**src/rtl/arm_regfile_pkg.sv**
```systemverilog
// Shared constants and helpers for the ARM register file with busy scoreboard.
package arm_regfile_pkg;

    localparam int DEF_WORD_LEN   = 32;
    localparam int DEF_WORD_COUNT = 16;
    localparam int DEF_READ_PORTS = 3;
    localparam int PC_INDEX       = DEF_WORD_COUNT - 1;

    function automatic int addrWidth(input int wordCount);
        return (wordCount > 1) ? $clog2(wordCount) : 1;
    endfunction

    function automatic int pcIndex(input int wordCount);
        return wordCount - 1;
    endfunction

endpackage

```
**src/rtl/arm_regfile_sb_if.sv**
```systemverilog
// Register-file bus: read ports, write-back, issue and scoreboard status.
interface arm_regfile_sb_if
    import arm_regfile_pkg::*;
#(
    parameter int WordLen   = DEF_WORD_LEN,
    parameter int WordCount = DEF_WORD_COUNT,
    parameter int ReadPorts = DEF_READ_PORTS,
    parameter int AW        = addrWidth(WordCount)
);

    logic [WordLen-1:0]           pcIn;
    logic [ReadPorts*AW-1:0]      readRegister;
    logic [ReadPorts*WordLen-1:0] readData;
    logic [ReadPorts-1:0]         readBusy;
    logic                         regWrite;
    logic [AW-1:0]                writeRegister;
    logic [WordLen-1:0]           writeData;
    logic                         issueValid;
    logic [AW-1:0]                issueRegister;
    logic                         anyBusy;
    logic [AW:0]                  busyCount;

    modport master (
        output pcIn, readRegister, regWrite, writeRegister, writeData,
               issueValid, issueRegister,
        input  readData, readBusy, anyBusy, busyCount
    );

    modport slave (
        input  pcIn, readRegister, regWrite, writeRegister, writeData,
               issueValid, issueRegister,
        output readData, readBusy, anyBusy, busyCount
    );

endinterface

```
**src/rtl/arm_regfile_sb_scoreboard.sv**
```systemverilog
// Per-register busy bits: issue sets, write-back clears, issue wins on a tie.
module arm_scoreboard
    import arm_regfile_pkg::*;
#(
    parameter int WordCount = DEF_WORD_COUNT,
    parameter int AW        = addrWidth(WordCount)
) (
    input  logic                 clk,
    input  logic                 rst,
    input  logic                 issueValid,
    input  logic [AW-1:0]        issueRegister,
    input  logic                 regWrite,
    input  logic [AW-1:0]        writeRegister,
    output logic [WordCount-1:0] busy,
    output logic                 anyBusy,
    output logic [AW:0]          busyCount
);

    localparam int PcIndex = pcIndex(WordCount);

    logic [WordCount-1:0] busyNext;
    logic [AW:0]          countNext;

    // NOTE: every always_comb output gets a default first so no path leaves it unassigned (no latch).
    always_comb begin
        busyNext  = busy;
        countNext = '0;
        if (regWrite && int'(writeRegister) < PcIndex)
            busyNext[writeRegister] = 1'b0;
        // Applied after the clear so a new producer supersedes the retiring one.
        if (issueValid && int'(issueRegister) < PcIndex)
            busyNext[issueRegister] = 1'b1;
        busyNext[PcIndex] = 1'b0;
        for (int i = 0; i < WordCount; i++)
            countNext = countNext + {{AW{1'b0}}, busyNext[i]};
    end

    // NOTE: sequential state uses non-blocking assignments so all flops update together at the edge.
    always_ff @(posedge clk or negedge rst) begin
        if (!rst) begin
            busy      <= '0;
            busyCount <= '0;
        end else begin
            busy      <= busyNext;
            busyCount <= countNext;
        end
    end

    assign anyBusy = |busy;

endmodule

```
**src/rtl/arm_regfile_sb.sv**
```systemverilog
// ARM register file: N combinational read ports, one write-back port, busy scoreboard.
// Define REGFILE_BYPASS_EN to forward same-cycle write-back data to readers.
module arm_regfile_sb
    import arm_regfile_pkg::*;
#(
    parameter int WordLen   = DEF_WORD_LEN,
    parameter int WordCount = DEF_WORD_COUNT,
    parameter int ReadPorts = DEF_READ_PORTS
) (
    input logic             clk,
    input logic             rst,
    arm_regfile_sb_if.slave bus
);

    localparam int AW      = addrWidth(WordCount);
    localparam int PcIndex = pcIndex(WordCount);

    logic [WordLen-1:0]   regs [PcIndex];
    logic [WordCount-1:0] busy;
    logic [AW-1:0]        rdAddr [ReadPorts];

    // NOTE: the storage array is reset explicitly because reads after reset must return zero.
    always_ff @(posedge clk or negedge rst) begin
        if (!rst) begin
            for (int i = 0; i < PcIndex; i++)
                regs[i] <= '0;
        end else if (bus.regWrite && int'(bus.writeRegister) < PcIndex) begin
            regs[bus.writeRegister] <= bus.writeData;
        end
    end

    always_comb begin
        for (int k = 0; k < ReadPorts; k++)
            rdAddr[k] = bus.readRegister[k*AW +: AW];
    end

    always_comb begin
        bus.readData = '0;
        bus.readBusy = '0;
        for (int k = 0; k < ReadPorts; k++) begin
            if (int'(rdAddr[k]) == PcIndex) begin
                bus.readData[k*WordLen +: WordLen] = bus.pcIn;
            end else if (int'(rdAddr[k]) < PcIndex) begin
                bus.readData[k*WordLen +: WordLen] = regs[rdAddr[k]];
                bus.readBusy[k]                    = busy[rdAddr[k]];
`ifdef REGFILE_BYPASS_EN
                if (bus.regWrite && bus.writeRegister == rdAddr[k]) begin
                    bus.readData[k*WordLen +: WordLen] = bus.writeData;
                    bus.readBusy[k]                    = 1'b0;
                end
`endif
            end
        end
    end

    arm_scoreboard #(
        .WordCount(WordCount),
        .AW       (AW)
    ) u_scoreboard (
        .clk          (clk),
        .rst          (rst),
        .issueValid   (bus.issueValid),
        .issueRegister(bus.issueRegister),
        .regWrite     (bus.regWrite),
        .writeRegister(bus.writeRegister),
        .busy         (busy),
        .anyBusy      (bus.anyBusy),
        .busyCount    (bus.busyCount)
    );

endmodule

```
**src/flat_wrapper.sv**
```systemverilog
// flat-port wrapper written by rule: the top's interface ports become plain ports
module arm_regfile_sb_flat import arm_regfile_pkg::*;
#(
    parameter int WordLen   = DEF_WORD_LEN,
    parameter int WordCount = DEF_WORD_COUNT,
    parameter int ReadPorts = DEF_READ_PORTS
)
  (clk, rst, bus_pcIn, bus_readRegister, bus_regWrite, bus_writeRegister, bus_writeData, bus_issueValid, bus_issueRegister, bus_readData, bus_readBusy, bus_anyBusy, bus_busyCount);
  arm_regfile_sb_if #(.WordLen(WordLen), .WordCount(WordCount), .ReadPorts(ReadPorts)) bus_i ();
  input logic clk;
  input logic rst;
  input wire logic [$bits(bus_i.pcIn)-1:0] bus_pcIn;
  input wire logic [$bits(bus_i.readRegister)-1:0] bus_readRegister;
  input wire logic [$bits(bus_i.regWrite)-1:0] bus_regWrite;
  input wire logic [$bits(bus_i.writeRegister)-1:0] bus_writeRegister;
  input wire logic [$bits(bus_i.writeData)-1:0] bus_writeData;
  input wire logic [$bits(bus_i.issueValid)-1:0] bus_issueValid;
  input wire logic [$bits(bus_i.issueRegister)-1:0] bus_issueRegister;
  output wire logic [$bits(bus_i.readData)-1:0] bus_readData;
  output wire logic [$bits(bus_i.readBusy)-1:0] bus_readBusy;
  output wire logic [$bits(bus_i.anyBusy)-1:0] bus_anyBusy;
  output wire logic [$bits(bus_i.busyCount)-1:0] bus_busyCount;
  assign bus_i.pcIn = bus_pcIn;
  assign bus_i.readRegister = bus_readRegister;
  assign bus_i.regWrite = bus_regWrite;
  assign bus_i.writeRegister = bus_writeRegister;
  assign bus_i.writeData = bus_writeData;
  assign bus_i.issueValid = bus_issueValid;
  assign bus_i.issueRegister = bus_issueRegister;
  assign bus_readData = bus_i.readData;
  assign bus_readBusy = bus_i.readBusy;
  assign bus_anyBusy = bus_i.anyBusy;
  assign bus_busyCount = bus_i.busyCount;
  arm_regfile_sb #(.WordLen(WordLen), .WordCount(WordCount), .ReadPorts(ReadPorts)) u_core (.clk(clk), .rst(rst), .bus(bus_i));
endmodule
```
**config.mk**
```make
export PLATFORM = sky130hd
export DESIGN_NAME = arm_regfile_sb_flat
export DESIGN_NICKNAME = d
export VERILOG_FILES = /design/src/rtl/arm_regfile_pkg.sv /design/src/rtl/arm_regfile_sb_if.sv /design/src/rtl/arm_regfile_sb_scoreboard.sv /design/src/rtl/arm_regfile_sb.sv /design/src/flat_wrapper.sv
export SDC_FILE = /design/constraint.sdc
export NUM_CORES = 1
export LEC_CHECK = 0
export BUFFER_PORTS_ARGS = -buffer_cell sky130_fd_sc_hd__buf_4
export CAP_MARGIN = 40
export CELL_PAD_IN_SITES_DETAIL_PLACEMENT = 1
export CELL_PAD_IN_SITES_GLOBAL_PLACEMENT = 2
export CORE_ASPECT_RATIO = 0.7
export CORE_MARGIN = 2
export CORE_UTILIZATION = 40
export CTS_CLUSTER_DIAMETER = 50
export DETAILED_ROUTE_END_ITERATION = 8
export PLACE_DENSITY = 0.77
export SLEW_MARGIN = 20
export SYNTH_ARGS = -nofsm -noshare
export SYNTH_HDL_FRONTEND = slang
export SYNTH_HIERARCHICAL = 1
export SYNTH_SLANG_ARGS = --single-unit
```
**constraint.sdc**
```tcl
create_clock -name clk -period 7.5 [get_ports clk]
set_clock_uncertainty 0.05 [all_clocks]
set_input_delay 1.5 -clock clk [delete_from_list [all_inputs] [get_ports clk]]
set_output_delay 1.5 -clock clk [all_outputs]
set_load 0.02 [all_outputs]
```
==> Yosys cells after proc, flatten, opt, wreduce, memory -nomap -nowiden <==
Cells that the tools add are included.
{ "classes": {"n_addsub": 14, "order_cmp": 17, "n_eq_ne": 3, "n_mux": 36, "n_bitwise": 7, "n_reduce_logical": 6} }
{ "op_table": {"columns": ["op", "n"], "rows": [
  ["$bwmux 480", 1],
  ["$mux 32", 13],
  ["$bmux 32 s4", 3],
  ["$demux 32 s4", 1],
  ["$add 5x1->5", 10],
  ["$mux 15", 2],
  ["$lt 4x5->1 const B", 5],
  ["$ge 5x5->1 const B", 4],
  ["$lt 4x4->1 const B", 5],
  ["$not 4->5", 4],
  ["$and 15x15->15", 1],
  ["$not 15->15", 1],
  ["$or 15x15->15", 1],
  ["$reduce_or 15->1", 1],
  ["$bmux 1 s4", 3],
  ["$eq 4x1->1 const B", 3],
  ["$mux 1", 11],
  ["$demux 1 s4", 2],
  ["$ge 4x1->1 const B", 2],
  ["$add 4x1->5", 1],
  ["$logic_and 1x1->1", 5],
  ["$lt 5x1->1 const B", 1],
  ["$add 3x1->4", 1],
  ["$add 2x1->3", 1],
  ["$add 1x1->2", 1]
]} }
{ "word_totals": {"register_bits": 500, "input_bits": 88, "wordCells": 100} }

==> Logic depth before layout (Yosys ltp) <==
Gate-level depths: netlist of run 1.
{ "logic_depth": {"ltp_word": 23, "depth_mapped": 13, "ltp_nobuf": 13} }

==> Modules after synthesis <==
Netlist of run 1, hierarchy kept.
{ "modules_own_cells": {"columns": ["mod", "instances", "cells_per_inst", "area_per_inst_um2", "seq_area_each_um2"], "rows": [
  ["arm_regfile_sb", 1, 2122, 30514.3, 12011.5],
  ["arm_scoreboard", 1, 104, 1109.8, 475.5]
]} }

==> Worst setup path after synthesis of run 1 <==
No wires, ideal clock.
{ "synth_path": {"kind": "input -> register", "start": "in bus_writeRegister[0]", "end": "reg u_core.u_scoreboard.busyCount[1]", "arrival_time_ns": 4.991, "t_required_ns": 7.386, "setup_slack_ns": 2.394, "stages": 13, "n_path_buf": 0, "cell_sequence": "or3b_4 > o21ai_1 > o21ai_1 > fa_1 > inv_1 > fa_1 > fa_1 > inv_1 > fa_1 > fa_1 > inv_1 > fa_1 > inv_1"} }
{ "synth_via": {"elab_chain_cells": 23, "word_cells_on_any_way": 26, "classes_between": "14 x add/sub; 3 x order compare; 4 x mux; 3 x bitwise; 2 x reduce/logical"} }
{ "synth_rtl": {"columns": ["element", "line", "source"], "rows": [
  ["start: declaration", "flat_wrapper.sv:15", "input wire logic [$bits(bus_i.writeRegister)-1:0] bus_writeRegister;"],
  ["$lt 4x5->1 (implied by the code) / $ge 4x1->1 (equally long branches)", "arm_regfile_sb_scoreboard.sv:29", "busyNext[writeRegister] = 1'b0;"],
  ["$logic_and 1x1->1 (implied by the code)", "arm_regfile_sb_scoreboard.sv:29", null],
  ["$mux 1 (implied by the code)", "arm_regfile_sb_scoreboard.sv:29", null],
  ["$demux 1 s4", "arm_regfile_sb_scoreboard.sv:29", null],
  ["$not 15->15 (no line)", null, null],
  ["$and 15x15->15 (no line)", null, null],
  ["$mux 15 *", "arm_regfile_sb_scoreboard.sv:28", "if (regWrite && int'(writeRegister) < PcIndex)"],
  ["$or 15x15->15 (no line)", null, null],
  ["$mux 15 *", "arm_regfile_sb_scoreboard.sv:31", "if (issueValid && int'(issueRegister) < PcIndex)"],
  ["via u_core.u_scoreboard.busyNext[0]", "arm_regfile_sb_scoreboard.sv:21", "logic [WordCount-1:0] busyNext;"],
  ["$add 1x1->2 *", "arm_regfile_sb_scoreboard.sv:35", "countNext = countNext + {{AW{1'b0}}, busyNext[i]};"],
  ["$add 2x1->3 *", "arm_regfile_sb_scoreboard.sv:35", null],
  ["$add 3x1->4 *", "arm_regfile_sb_scoreboard.sv:35", null],
  ["$add 4x1->5 *", "arm_regfile_sb_scoreboard.sv:35", null],
  ["$add 5x1->5 * (10 in a row)", "arm_regfile_sb_scoreboard.sv:35", null],
  ["via u_core.u_scoreboard.countNext[1]", "arm_regfile_sb_scoreboard.sv:22", "logic [AW:0] countNext;"],
  ["end signal: assignment", "arm_regfile_sb_scoreboard.sv:45", "busyCount <= countNext;"],
  ["end: declaration", "arm_regfile_sb_scoreboard.sv:16", "output logic [AW:0] busyCount"]
]} }
The timed path passes the listed nets; every way through them passes the cells marked *.
A chain may end at the register's enable or synchronous reset.

==> Worst setup path after layout of run 1 <==
{ "layout_path": {"start": "in bus_readRegister[0]", "end": "out bus_readData[0]"} }
{ "layout_via": {"elab_chain_cells": 6, "word_cells_on_any_way": 8, "classes_between": "1 x order compare; 1 x eq/ne; 5 x mux; 1 x bitwise"} }
{ "layout_rtl": {"columns": ["element", "line", "source"], "rows": [
  ["start: declaration", "flat_wrapper.sv:13", "input wire logic [$bits(bus_i.readRegister)-1:0] bus_readRegister;"],
  ["$not 4->5 (implied by the code)", "arm_regfile_sb.sv:44", "bus.readData[k*WordLen +: WordLen] = regs[rdAddr[k]];"],
  ["$bmux 32 s4", "arm_regfile_sb.sv:44", null],
  ["$mux 32 (implied by the code) (2 in a row)", "arm_regfile_sb.sv:44", null],
  ["$mux 32", "arm_regfile_sb.sv:43", "end else if (int'(rdAddr[k]) < PcIndex) begin"],
  ["$mux 32 *", "arm_regfile_sb.sv:41", "if (int'(rdAddr[k]) == PcIndex) begin"],
  ["end: declaration", "flat_wrapper.sv:19", "output wire logic [$bits(bus_i.readData)-1:0] bus_readData;"]
]} }
Mark *: on every way between the ends. The rest lies on a longest branch, timed or not. The select of a mux whose other input is x is not followed.

==> results of run 1 <==
==> registers in the layout (all words and copies together) (netlist names) <==
register and count:
u_core/u_scoreboard/busyCount 4, u_core/regs 480, u_core/u_scoreboard/busy 15
==> final cells by class <==
class	instances	area, µm²	area share (%)
multi-input cells	1452	17900	49.3
well taps	1056	1320	3.64
clock inverters	31	353	0.973
inverters	33	124	0.342
repair buffers	246	2190	6.03
diodes	1	2.50	0.00690
clock buffers	87	1890	5.23
flip-flops and latches	499	12500	34.4
==> stage by stage <==
step                      setup WS (ns)  std cells
final                              1.90       3405
after global routing               1.76       3405
after CTS                          1.75       3401
after detailed placement           1.74       3283
after global placement             1.77       3273
after floorplan                    2.39       2227
==> cells by family (layout without fill, tap and decap cells) <==
group / Yosys count / after routing / synth area share [%]
flops: 499 / 499 / 39.5
mux: 953 / 953 / 46.1
buf+inv: 276 / 397 / 4.24
compound gates: 330 / 330 / 6.91
other cells: 1 / 3 / 0.0119
simple gates: 154 / 154 / 2.47
fa+ha+maj: 12 / 12 / 0.712
xor+xnor: 1 / 1 / 0.0277
==> cells in the mapped netlist, types with 2 or more instances <==
cell      number
nor2b_1        2
o21a_1         5
nand2b_1      11
inv_1         33
o211a_1       17
a21o_1        34
mux2i_1      116
mux4_1        26
nor4_1         3
buf_2         90
dfrtp_1      499
mux2_1        21
nand3_1        3
mux4_2       321
and4_1         2
nand4_1        3
o221ai_1      24
o211ai_1      61
buf_6         16
nor2_1        41
o22ai_1       81
clkbuf_1     103
buf_4         15
fa_1          10
buf_1         18
ha_1           2
or3_1          3
nand3b_1      26
o21ai_0       94
mux2_2       469
nand2_1       51
o21ai_1       11
==> worst min-delay path by stage <==
stage | depth (start not counted) | to | slack (ns)
2_1_floorplan | 1 | u_core/regs[358] | 0.44
3_3_place_gp | 1 | u_core/regs[342] | 0.46
3_5_place_dp | 1 | u_core/regs[330] | 0.48
4_1_cts | 1 | u_core/regs[301] | 0.50
5_1_grt | 1 | u_core/regs[301] | 0.51
6_report | 1 | u_core/regs[301] | 0.50
==> per-layer routing <==
metal | global-route usage [%] | vias to the layer above
li1 | - | 8977
met1 | 37.1 | 12100
met2 | 42.2 | 1049
met5 | 0 | -
met4 | 8.41 | 6
met3 | 5.64 | 229
==> worst max-delay path: stages <==
cell,delay [ns]
clkbuf_8,0.24
buf_16,0.34
buf_4,0.52
mux4_1,0.63
mux4_2,0.53
buf_4,0.19
==> power by group <==
part | leakage (nW) | switching (W) | internal [W] | total (W)
logic | 7.74 | 0.00138 | 0.00181 | 0.00318
registers | 6.11 | 0.000677 | 0.00334 | 0.00402
clock network | 1.08 | 0.00131 | 0.00197 | 0.00328
total | 14.9 | 0.00336 | 0.00712 | 0.0105
==> metrics, run 1 <==
Slew Viols, Final=0; highest routed layer=met5; worst hold path type=flip-flop to flip-flop; Reg-to-Reg End=u_core/u_scoreboard/busyCount[1]; insertion delay to the later sink of the worst-skew pair=0.61 ns; FF+latch count, synth=499; Final #Nets=2398; crit path launch=bus_readRegister[0]; RSZ-0062 raised after global routing=no; critical path fanouts, max=51; CTS Hold Buffers Added=0; I/O pins=193; Crit path required time=5.95 ns; commonest non-fill, non-tap cells in the layout=dfrtp_1 (499), mux2_2 (469), mux4_2 (321), buf_4 (218), mux2i_1 (116); Synth area leaders=dfrtp_1 (39%), mux4_2 (23%), mux2_2 (17%), mux2i_1 (3.7%), mux4_1 (2.2%); final total negative setup slack=0 ns; cells on worst reg2reg path=11; Die Span Y=239 µm; hold_sp=u_core/regs[301]; Final Critical Period=5.60 ns; placed cell areas=33900 µm²; pin count of the biggest net entering global routing=136; Synth area leader=dfrtp_1; register area share after synthesis=39.5%; H-tree depth=3; dpl hpwl=63200 µm; Syn Area/Cell=14.2 µm²; routed via count=22400; first drt pass iteration count=5; Met1 Wirelength=46300 µm; Fmax=179 MHz; met3 WL post-DR=7990 µm; post-route ant nets=0; residual DRC count=0; Hold Slack=0.496 ns; clk sinks=499; ys flop type=dfrtp_1; GRT Util Overall=26.7%; asr flop ratio synth=100%; drt total wl=108000 µm; Die W=340 µm; share of the synthesized area in the top cell type=39.5%; clock buffer depth=3; setup violators final=0; port buffer count=191; CTS Buf Count=66; reg2reg start=u_core/u_scoreboard/busy[9]; status=complete, no violations; R2R Setup Slk=3.58 ns; total power=0.0105 W; peak supply drop=242 µV; fin crit share=74.7%; metal2 WL=50600 µm; Setup CP Type=input pin to output pin; post-cts gate resize count=0; TritonCTS clock tree=done; max-cap viol count=0; first-pass GRT wire length=162000 µm; commonest non-fill, non-tap cell in the layout=dfrtp_1; Netlist cell types=47; setup bufs post-CTS=0; number of vias per cell=6.57; Setup crit end=bus_readData[0]; Tightest Pin Transition=0.958 ns; fin area=36300 µm²; Mapped Cells=2226; Leak=14.9 nW; WP data arrival=4.05 ns; gr ovfl total=0; Ys Warns=6; Final Hold Fails=0; Initial Util=40.3%; fillers=7648; Post-Route Utilization=46.2%; initial antenna violation count=4; Routed WL per cell=31.8 µm; Starting DRT DRC Count=2130; core area=78400 µm²; Slew headroom=36.1%; CP Capture Type=output pin; CP Launch Type=input pin; global placement routability congestion=0.837; Area growth, synth to finish=14.6%; FP Rows=86; Clock Pin Slew Worst Setup and Hold Paths=0.06 ns; clock root buffer=clkbuf_16; EDFF count, synth=0; share of cells above drive strength 1=49.7%; vias in the first global route=23900; pwr dens=289 nW/µm²; die area=81400 µm²; synthesized cell area=31600 µm²
Note: power is estimated with default switching activity, not from simulation.
==> run 2: changes to the inputs <==
==> constraint.sdc (replaced) <==
create_clock -name clk -period 5.5 [get_ports clk]
set_clock_uncertainty 0.05 [all_clocks]
set_input_delay 1.1 -clock clk [delete_from_list [all_inputs] [get_ports clk]]
set_output_delay 1.1 -clock clk [all_outputs]
set_load 0.02 [all_outputs]
==> metrics, run 2 (synthesis results as in run 1) <==
status=complete, no violations (unchanged); commonest non-fill, non-tap cell in the layout=dfrtp_1 (unchanged); TritonCTS clock tree=done (unchanged); port buffer count=191 (unchanged); fin crit share=81.8%; Setup WS post-layout=0.998 ns (was 1.90 ns); setup violators final=0 (unchanged); Final #Nets=2412 (was 2398); CP Capture Type=flip-flop (was output pin); max-cap viol count=0 (unchanged); CP Launch Type=input pin (unchanged); # placed instances=3298 (was 3283); CTS Buf Count=68 (was 66); setup bufs post-CTS=0 (unchanged); post-route ant nets=0 (unchanged); post-cts gate resize count=0 (unchanged); first-pass GRT wire length=165000 µm (was 162000 µm); initial antenna violation count=6 (was 4); pwr dens=399 nW/µm² (was 289 nW/µm²); FP Rows=86 (unchanged); Die Span Y=239 µm (unchanged); Setup crit end=u_core/u_scoreboard/busyCount[1] (was bus_readData[0]); CTS Hold Buffers Added=0 (unchanged); Slew Viols, Final=0 (unchanged); I/O pins=193 (unchanged); insertion delay to the later sink of the worst-skew pair=0.59 ns (was 0.61 ns); Starting DRT DRC Count=2008 (was 2130); share of cells above drive strength 1=50.0% (was 49.7%); total power=0.0146 W (was 0.0105 W); critical path fanouts, max=13 (was 51); GRT Util Overall=27.2% (was 26.7%); die area=81400 µm² (unchanged); max reg flops=480 (unchanged); dpl hpwl=64800 µm (was 63200 µm); crit path launch=bus_writeRegister[0] (was bus_readRegister[0]); gr ovfl total=0 (unchanged); Crit path required time=5.98 ns (was 5.95 ns); Final Critical Period=4.50 ns; pre-CTS setup slack=0.406 ns (was 1.74 ns); H-tree depth=3 (unchanged); commonest non-fill, non-tap cells in the layout=dfrtp_1 (499), mux2_2 (469), mux4_2 (321), buf_4 (228), mux2i_1 (116) (was dfrtp_1 (499), mux2_2 (469), mux4_2 (321), buf_4 (218), mux2i_1 (116)); R2R Setup Slk=1.54 ns (was 3.58 ns); Setup CP Type=input pin to flip-flop (was input pin to output pin); Leak=15.1 nW (was 14.9 nW); Non-Filler Instances=3420 (was 3405); Multi-input gate area=17900 µm² (about the same); Reg-to-Reg End=u_core/u_scoreboard/busyCount[1] (unchanged); worst hold path type=input pin to asynchronous set/reset pin (was flip-flop to flip-flop); global placement routability congestion=0.860 (was 0.837); Hold Slack=0.437 ns (was 0.496 ns); Fmax=222 MHz; Clock Pin Slew Worst Setup and Hold Paths=0.06 ns (about the same); Routed WL per cell=32.0 µm (was 31.8 µm); total area of sequential cells=12500 µm² (unchanged); first drt pass iteration count=7 (was 5); Initial Util=40.3% (unchanged); peak supply drop=385 µV (was 242 µV); biggest regs=u_core/regs x480, u_core/u_scoreboard/busy x15, u_core/u_scoreboard/busyCount x4 (unchanged); clock root buffer=clkbuf_16 (unchanged); drt total wl=110000 µm (was 108000 µm); WP data arrival=4.98 ns (was 4.05 ns); Tightest Pin Transition=0.923 ns (was 0.958 ns); core area=78400 µm² (unchanged); clk sinks=499 (unchanged); cells on worst reg2reg path=11 (unchanged); vias in the first global route=24200 (was 23900); largest reg by FF count=u_core/regs (unchanged); Die W=340 µm (unchanged); pin count of the biggest net entering global routing=154 (was 136); reg2reg start=u_core/u_scoreboard/busy[9] (unchanged); RSZ-0062 raised after global routing=no (unchanged); residual DRC count=0 (unchanged); final total negative setup slack=0 ns (unchanged); Final Hold Fails=0 (unchanged); fillers=7701 (was 7648); number of vias per cell=6.59 (was 6.57); Slew headroom=38.5% (was 36.1%); clock buffer depth=3 (unchanged); routed via count=22500 (was 22400); Area growth, synth to finish=15.4% (was 14.6%)
==> run 2: cell types whose count changed in the layout (fill, tap and decap cells not counted), moves of 2 or more <==
cell	before	now
buf_4	218	228
buf_12	10	18
buf_16	8	3
clkbuf_16	69	73
bufinv_16	5	8
clkbuf_8	11	13
clkinvlp_4	9	7
inv_8	2	0
==> run 2: metal layers <==
metal  up-vias  share of wire, %  wire length [µm]  GRT usage (%)
met5         -             0.054                59              0
met4        10               3.2              3510           9.21
met3       219               7.4              8140           5.97
met2       975                46             50900           42.1
met1     12300                43             47000           38.1
li1       9039                 -                 -              -
==> run 2: final cells by class <==
class | count | share of cell area [%]
Multi-Input combinational cell | 1452 | 49.0
Sequential cell | 499 | 34.2
Timing Repair Buffer | 258 | 6.22
Clock buffer | 92 | 5.53
Tap cell | 1056 | 3.62
Clock inverter | 29 | 1.07
Inverter | 33 | 0.339
Antenna cell | 1 | 0.00686
==> run 2: worst max-delay path, stage by stage <==
cell and delay (ns):
buf_4 0.16, or3b_4 0.44, o21ai_1 0.16, o21ai_1 0.12, fa_1 0.49, inv_1 0.05, fa_1 0.45, fa_1 0.49
inv_1 0.05, fa_1 0.47, fa_1 0.43, inv_1 0.10, fa_1 0.39, inv_1 0.06
==> run 2: where the power goes <==
| group | internal, W | switching, W | leakage [nW] |
|---|---|---|---|
| sequential | 0.00456 | 0.000912 | 6.11 |
| combinational | 0.00246 | 0.00188 | 7.78 |
| clock | 0.00296 | 0.00178 | 1.17 |
==> run 2: worst min-delay path by stage <==
| stage | from | end | slack, ns | cells after the start |
|---|---|---|---|---|
| floorplan | u_core/regs[358] | u_core/regs[358] | 0.44 | 1 |
| global placement | u_core/regs[358] | u_core/regs[358] | 0.46 | 1 |
| detailed placement | u_core/regs[207] | u_core/regs[207] | 0.48 | 1 |
| CTS | rst | u_core/regs[273] | 0.44 | 1 |
| global route | rst | u_core/regs[434] | 0.48 | 1 |
| finish | rst | u_core/regs[273] | 0.44 | 1 |
==> run 2: stage by stage <==
stage | cell area (µm²) | util [%]
after floorplan | 31600 | -
after global placement | 34000 | 43.3
after detailed placement | 34100 | 43.4
after CTS | 36500 | 46.5
after global routing | 36500 | 46.5
final | 36500 | 46.5
